==> src/rtl/plot_seq_pkg.sv <==
// Shared constants and state encoding for the frame plot sequencer.
package plot_seq_pkg;

  localparam int unsigned STATE_W        = 3;
  localparam int unsigned NUM_CH_DEFAULT = 13;

  typedef enum logic [STATE_W-1:0] {
    S_IDLE   = 3'd0,
    S_CLEAR  = 3'd1,
    S_LETTER = 3'd2,
    S_GRAPH  = 3'd3,
    S_DONE   = 3'd4
  } state_t;

endpackage

==> src/rtl/plot_seq_next_ch.sv <==
// Priority finder: lowest set mask bit, or lowest set bit strictly above ch.
module plot_seq_next_ch #(
  parameter int unsigned NUM_CH = 13,
  parameter int unsigned CH_W   = 4
) (
  input  logic [NUM_CH-1:0] mask,
  input  logic [CH_W-1:0]   ch,
  input  logic              first,
  output logic [CH_W-1:0]   next_ch,
  output logic              found
);

  always_comb begin
    next_ch = '0;
    found   = 1'b0;
    for (int i = 0; i < int'(NUM_CH); i++) begin
      if (!found && mask[i] && (first || (int'(ch) < i))) begin
        next_ch = CH_W'(i);
        found   = 1'b1;
      end
    end
  end

endmodule

==> src/rtl/plot_sequencer.sv <==
// Frame sequencer: clear, letter, then one graph pass per enabled channel.
// Optional stage watchdog compiled in with PLOT_SEQ_WATCHDOG_EN.
module plot_sequencer
  import plot_seq_pkg::*;
#(
  parameter int unsigned NUM_CH = NUM_CH_DEFAULT,
  parameter int unsigned CH_W   = (NUM_CH > 1) ? $clog2(NUM_CH) : 1,
  parameter int unsigned WDOG_W = 20
) (
  input  logic               clk,
  input  logic               resetn,
  input  logic               frame_tick,
  input  logic [NUM_CH-1:0]  ch_en_mask,
  input  logic               done_clear,
  input  logic               done_plot_letter,
  input  logic               done_plot_graph,
  output logic               ld_clear,
  output logic               ld_letter,
  output logic               ld_graph,
  output logic [CH_W-1:0]    graph_ch,
  output logic               busy,
  output logic               frame_done,
  output logic               frame_overrun,
  output logic               timeout_err,
  output logic [STATE_W-1:0] current_state
);

  state_t            state_q, state_d;
  logic [NUM_CH-1:0] mask_q, mask_d;
  logic [CH_W-1:0]   ch_q, ch_d;
  logic [CH_W-1:0]   nx_ch;
  logic              nx_found;
  logic              stage_done;
  logic              wdog_to;

  plot_seq_next_ch #(
    .NUM_CH (NUM_CH),
    .CH_W   (CH_W)
  ) u_next_ch (
    .mask    (mask_q),
    .ch      (ch_q),
    .first   (state_q == S_LETTER),
    .next_ch (nx_ch),
    .found   (nx_found)
  );

  // State and frame-context registers
  always_ff @(posedge clk or negedge resetn) begin
    if (!resetn) begin
      state_q <= S_IDLE;
      mask_q  <= '0;
      ch_q    <= '0;
    end else begin
      state_q <= state_d;
      mask_q  <= mask_d;
      ch_q    <= ch_d;
    end
  end

  // Next-state logic; a watchdog expiry stands in for the stage's done
  always_comb begin
    state_d    = state_q;
    mask_d     = mask_q;
    ch_d       = ch_q;
    stage_done = 1'b0;
    case (state_q)
      S_IDLE: begin
        if (frame_tick) begin
          mask_d  = ch_en_mask;
          state_d = S_CLEAR;
        end
      end
      S_CLEAR: begin
        stage_done = done_clear | wdog_to;
        if (stage_done) state_d = S_LETTER;
      end
      S_LETTER: begin
        stage_done = done_plot_letter | wdog_to;
        if (stage_done) begin
          if (nx_found) begin
            ch_d    = nx_ch;
            state_d = S_GRAPH;
          end else begin
            state_d = S_DONE;
          end
        end
      end
      S_GRAPH: begin
        stage_done = done_plot_graph | wdog_to;
        if (stage_done) begin
          if (nx_found) ch_d = nx_ch;
          else          state_d = S_DONE;
        end
      end
      S_DONE:  state_d = S_IDLE;
      default: state_d = S_IDLE;
    endcase
  end

  // Registered Moore decodes of the next state, plus the overrun pulse
  always_ff @(posedge clk or negedge resetn) begin
    if (!resetn) begin
      ld_clear      <= 1'b0;
      ld_letter     <= 1'b0;
      ld_graph      <= 1'b0;
      busy          <= 1'b0;
      frame_done    <= 1'b0;
      frame_overrun <= 1'b0;
    end else begin
      ld_clear      <= (state_d == S_CLEAR);
      ld_letter     <= (state_d == S_LETTER);
      ld_graph      <= (state_d == S_GRAPH);
      busy          <= (state_d != S_IDLE);
      frame_done    <= (state_d == S_DONE);
      frame_overrun <= frame_tick && (state_q != S_IDLE);
    end
  end

  assign graph_ch      = ch_q;
  assign current_state = state_q;

`ifdef PLOT_SEQ_WATCHDOG_EN
  logic [WDOG_W-1:0] wdog_q;
  logic              timeout_q;
  logic              stage_active;

  assign stage_active = (state_q == S_CLEAR) || (state_q == S_LETTER) ||
                        (state_q == S_GRAPH);
  // Counter is 0 on stage entry; expiry fires as it steps onto all-ones
  assign wdog_to      = stage_active &&
                        (wdog_q == {{(WDOG_W-1){1'b1}}, 1'b0});

  always_ff @(posedge clk or negedge resetn) begin
    if (!resetn) begin
      wdog_q    <= '0;
      timeout_q <= 1'b0;
    end else begin
      if ((state_d != state_q) || stage_done) wdog_q <= '0;
      else if (stage_active)                  wdog_q <= wdog_q + WDOG_W'(1);
      if (wdog_to) timeout_q <= 1'b1;
    end
  end

  assign timeout_err = timeout_q;
`else
  localparam int unsigned unused_wdog_w = WDOG_W;

  assign wdog_to     = 1'b0;
  assign timeout_err = 1'b0;
`endif

endmodule

==> config.mk <==
export PLATFORM = sky130hd
export DESIGN_NAME = plot_sequencer
export DESIGN_NICKNAME = d
export VERILOG_FILES = /design/src/rtl/plot_seq_pkg.sv /design/src/rtl/plot_seq_next_ch.sv /design/src/rtl/plot_sequencer.sv
export SDC_FILE = /design/constraint.sdc
export NUM_CORES = 1
export LEC_CHECK = 0
export CORE_MARGIN = 4
export CORE_UTILIZATION = 54
export DETAILED_ROUTE_END_ITERATION = 12
export GPL_TIMING_DRIVEN = 0
export PLACE_DENSITY = 0.84
export SKIP_LAST_GASP = 1
export SYNTH_ARGS = -nofsm -noshare
export SYNTH_HDL_FRONTEND = slang
export SYNTH_SLANG_ARGS = --single-unit
==> constraint.sdc <==
create_clock -name clk -period 3.7 [get_ports clk]
set_clock_uncertainty 0.1 [all_clocks]
set_input_delay 0.37 -clock clk [delete_from_list [all_inputs] [get_ports clk]]
set_output_delay 0.37 -clock clk [all_outputs]
set_load 0.03 [all_outputs]
==> results_dict.tcl <==
set metrics [dict create \
    antenna_cells 0 \
    synth_fp_nets 179 \
    drive_above_1_share_pct 14.9 \
    tritoncts "yes" \
    crit_fanout 10 \
    post-cts-setup-buffers 0 \
    finalHoldViolCount 0 \
    wl_per_cell_um 16.7 \
    start_kind "flip-flop" \
    power.static_leakage_nw 0.825 \
    clkTransAtPathRegs_ns 0.16 \
    fp-row-count 19 \
    root_buffer "clkbuf_4" \
    grt_use_total_pct 22.4 \
    crit_arrival_ns 2.52 \
    routed_wl_mm 3.78 \
    fp.dieW_um 61.9 \
    ys_seq_area_share_pct 41.4 \
    drc_errors 0 \
    fin_cells 226 \
    avgViaCountPerCell 6.16 \
    reg2reg_depth 6 \
    place.gp.congestion 0.965 \
    hold_buffers 0 \
    setup_tns_ns 0 \
    setup.worst_path.end_class "flip-flop" \
    setup_viol 0 \
    ys_seq_elements 26 \
    reg2reg_to "mask_q[12]" \
    final_nets 215 \
    ios 33 \
    cp_slowest_stage_delay_ns 0.43 \
    cp-startpoint "current_state[0]" \
    cpMostUsedCell "clkbuf_1" \
    drt.antenna.violating_nets 0 \
    synth_flop_cell "dfrtp_1" \
    timing.rr.start "current_state[0]" \
    peakVddDrop_uv 616 \
    synth_cells 160 \
    numCtsBuffers 3 \
    clock-sinks 26 \
    io_buffer_count 31 \
    dieArea_mm2 0.00384 \
    min_path_type "flip-flop to flip-flop" \
    critical_path_class "flip-flop to flip-flop" \
    yosysWarnings 0 \
    pre_cts_ws_ns 1.28 \
    crit_required_ns 3.86 \
    netlist_area_mm2 0.00157 \
    place_hpwl_mm 2.70 \
    cap_violations 0 \
    layout_common_cells "clkdlybuf4s50_1, dfrtp_1, nand2_1" \
    hold_start "mask_q[12]" \
    grt_overflow 0 \
    avgSynthCellArea_um2 9.82 \
    outcome "complete, no violations" \
    period_share_pct 63.6 \
    placedCellCount 222 \
    grt_start_max_net_pins 27 \
    async_flop_share_pct 100 \
    clkLatencyLatePin_ns 0.35 \
    grt_pass1_vias 1431 \
    tightest_slew_ns 1.20 \
    worstHoldPathCells 1 \
    slew_headroom_pct 19.7 \
    ctsResizeCount 0 \
    die_h_um 61.9 \
    final_common_cell "clkdlybuf4s50_1" \
    power.density_mw_per_mm2 922 \
    crit_end "mask_q[12]" \
    rsz0062_at_grt "no" \
    max_freq_mhz 425 \
    first_pass_iters 5 \
    slew_violations 0 \
    regToRegSetupSlack_ns 1.35 \
    num_vias 1392 \
    htreeDepth 1 \
    syn2layout_area_growth_pct 25.6 \
    grt_first_pass_wirelength_mm 6.35 \
    ys_types 52 \
    fp.coreArea_mm2 0.00276 \
    critical_path.slowest_cell "clkbuf_1" \
    layout_setup_ws_ns 1.35 \
    path_cells "buf_2 > nor3_1 > and2_1 > clkbuf_1 > clkbuf_1 > mux2_2" \
    synth-edff-count 0 \
    cts.path.max_buffers 2 \
    antenna_found_initial 0 \
    period_minus_slack_ns 2.35 \
    drt_iter0_markers 73 \
    start_util_pct 57.0 \
]
flip-flops by register name, summed over array words and instances, names as in the netlist:
| name | cells |
|---|---|
| ld_graph | 1 |
| busy | 1 |
| frame_done | 1 |
| ld_letter | 1 |
| graph_ch | 4 |
| mask_q | 13 |
| ld_clear | 1 |
| frame_overrun | 1 |
| current_state | 3 |
layout make-up:
cell class,instances,area [um^2]
fill,225,785
sequential,26,651
buffer,9,60.1
clock inverter,1,30.0
clock buffer,3,22.5
tap,31,38.8
timing repair buffer,31,310
multi-input combinational,114,820
inverter,11,41.3
power breakdown:
part,switching [mW],internal (mW),total [mW]
registers,0.129,0.402,0.531
logic,0.597,0.483,1.08
clock network,0.0978,0.110,0.208
per-stage QoR:
stage                     instance area (um^2)  utilization [%]  power, mW  hold WS, ns
after CTS                                 1970             71.6       1.81        0.431
after global placement                    1920             69.6       1.56        0.398
after floorplan                           1570                -       1.31      -0.0256
after detailed placement                  1920             69.6       1.60        0.397
after global routing                      1970             71.6       1.95        0.463
final                                     1970             71.6       1.82        0.433
metal layers:
| metal | up-vias | track usage, % | wire length [um] | part of all wire (%) |
|---|---|---|---|---|
| li1 | 646 | - | - | - |
| met1 | 655 | 26.2 | 1510 | 40 |
| met2 | 75 | 39.1 | 1850 | 49 |
| met3 | 16 | 4.13 | 300 | 7.9 |
| met4 | 0 | 10.6 | 116 | 3.1 |
| met5 | - | 0 | 0 | 0 |
worst min-delay path by stage:
stage                  to  slack, ns
3_5_place_dp   mask_q[12]       0.40
2_1_floorplan        busy      -0.03
3_3_place_gp   mask_q[12]       0.40
5_1_grt        mask_q[12]       0.46
4_1_cts        mask_q[12]       0.43
6_report       mask_q[12]       0.43
synth_stat cells, types with 3 or more instances:
cell type | n | area share, %
nand2_1 | 14 | 3.3
o21ai_0 | 12 | 3.8
nor3_1 | 7 | 2.2
nand3_1 | 3 | 0.96
mux2_2 | 9 | 6.4
inv_1 | 11 | 2.6
nor2_1 | 10 | 2.4
a21oi_1 | 4 | 1.3
mux2i_1 | 3 | 1.9
nor2b_1 | 3 | 1.2
and2_1 | 3 | 1.2
buf_2 | 3 | 0.96
a22oi_1 | 3 | 1.4
dfrtp_1 | 26 | 41
worst max-delay path, delay by kind of cell (launching register included):
family        cells  cell delay [ns]
mux               1             0.39
simple gates      2             0.41
buf+inv           3             0.97
flops             1             0.40
cells by family after synthesis:
| kind of cell | share of synthesized area [%] |
|---|---|
| multiplexers | 8.36 |
| AO/OA/AOI/OAI | 24.3 |
| flip-flops | 41.4 |
| buffers and inverters | 6.45 |
| other | 0.239 |
| AND/OR/NAND/NOR | 19.3 |
(Power assumes the default switching activity.)
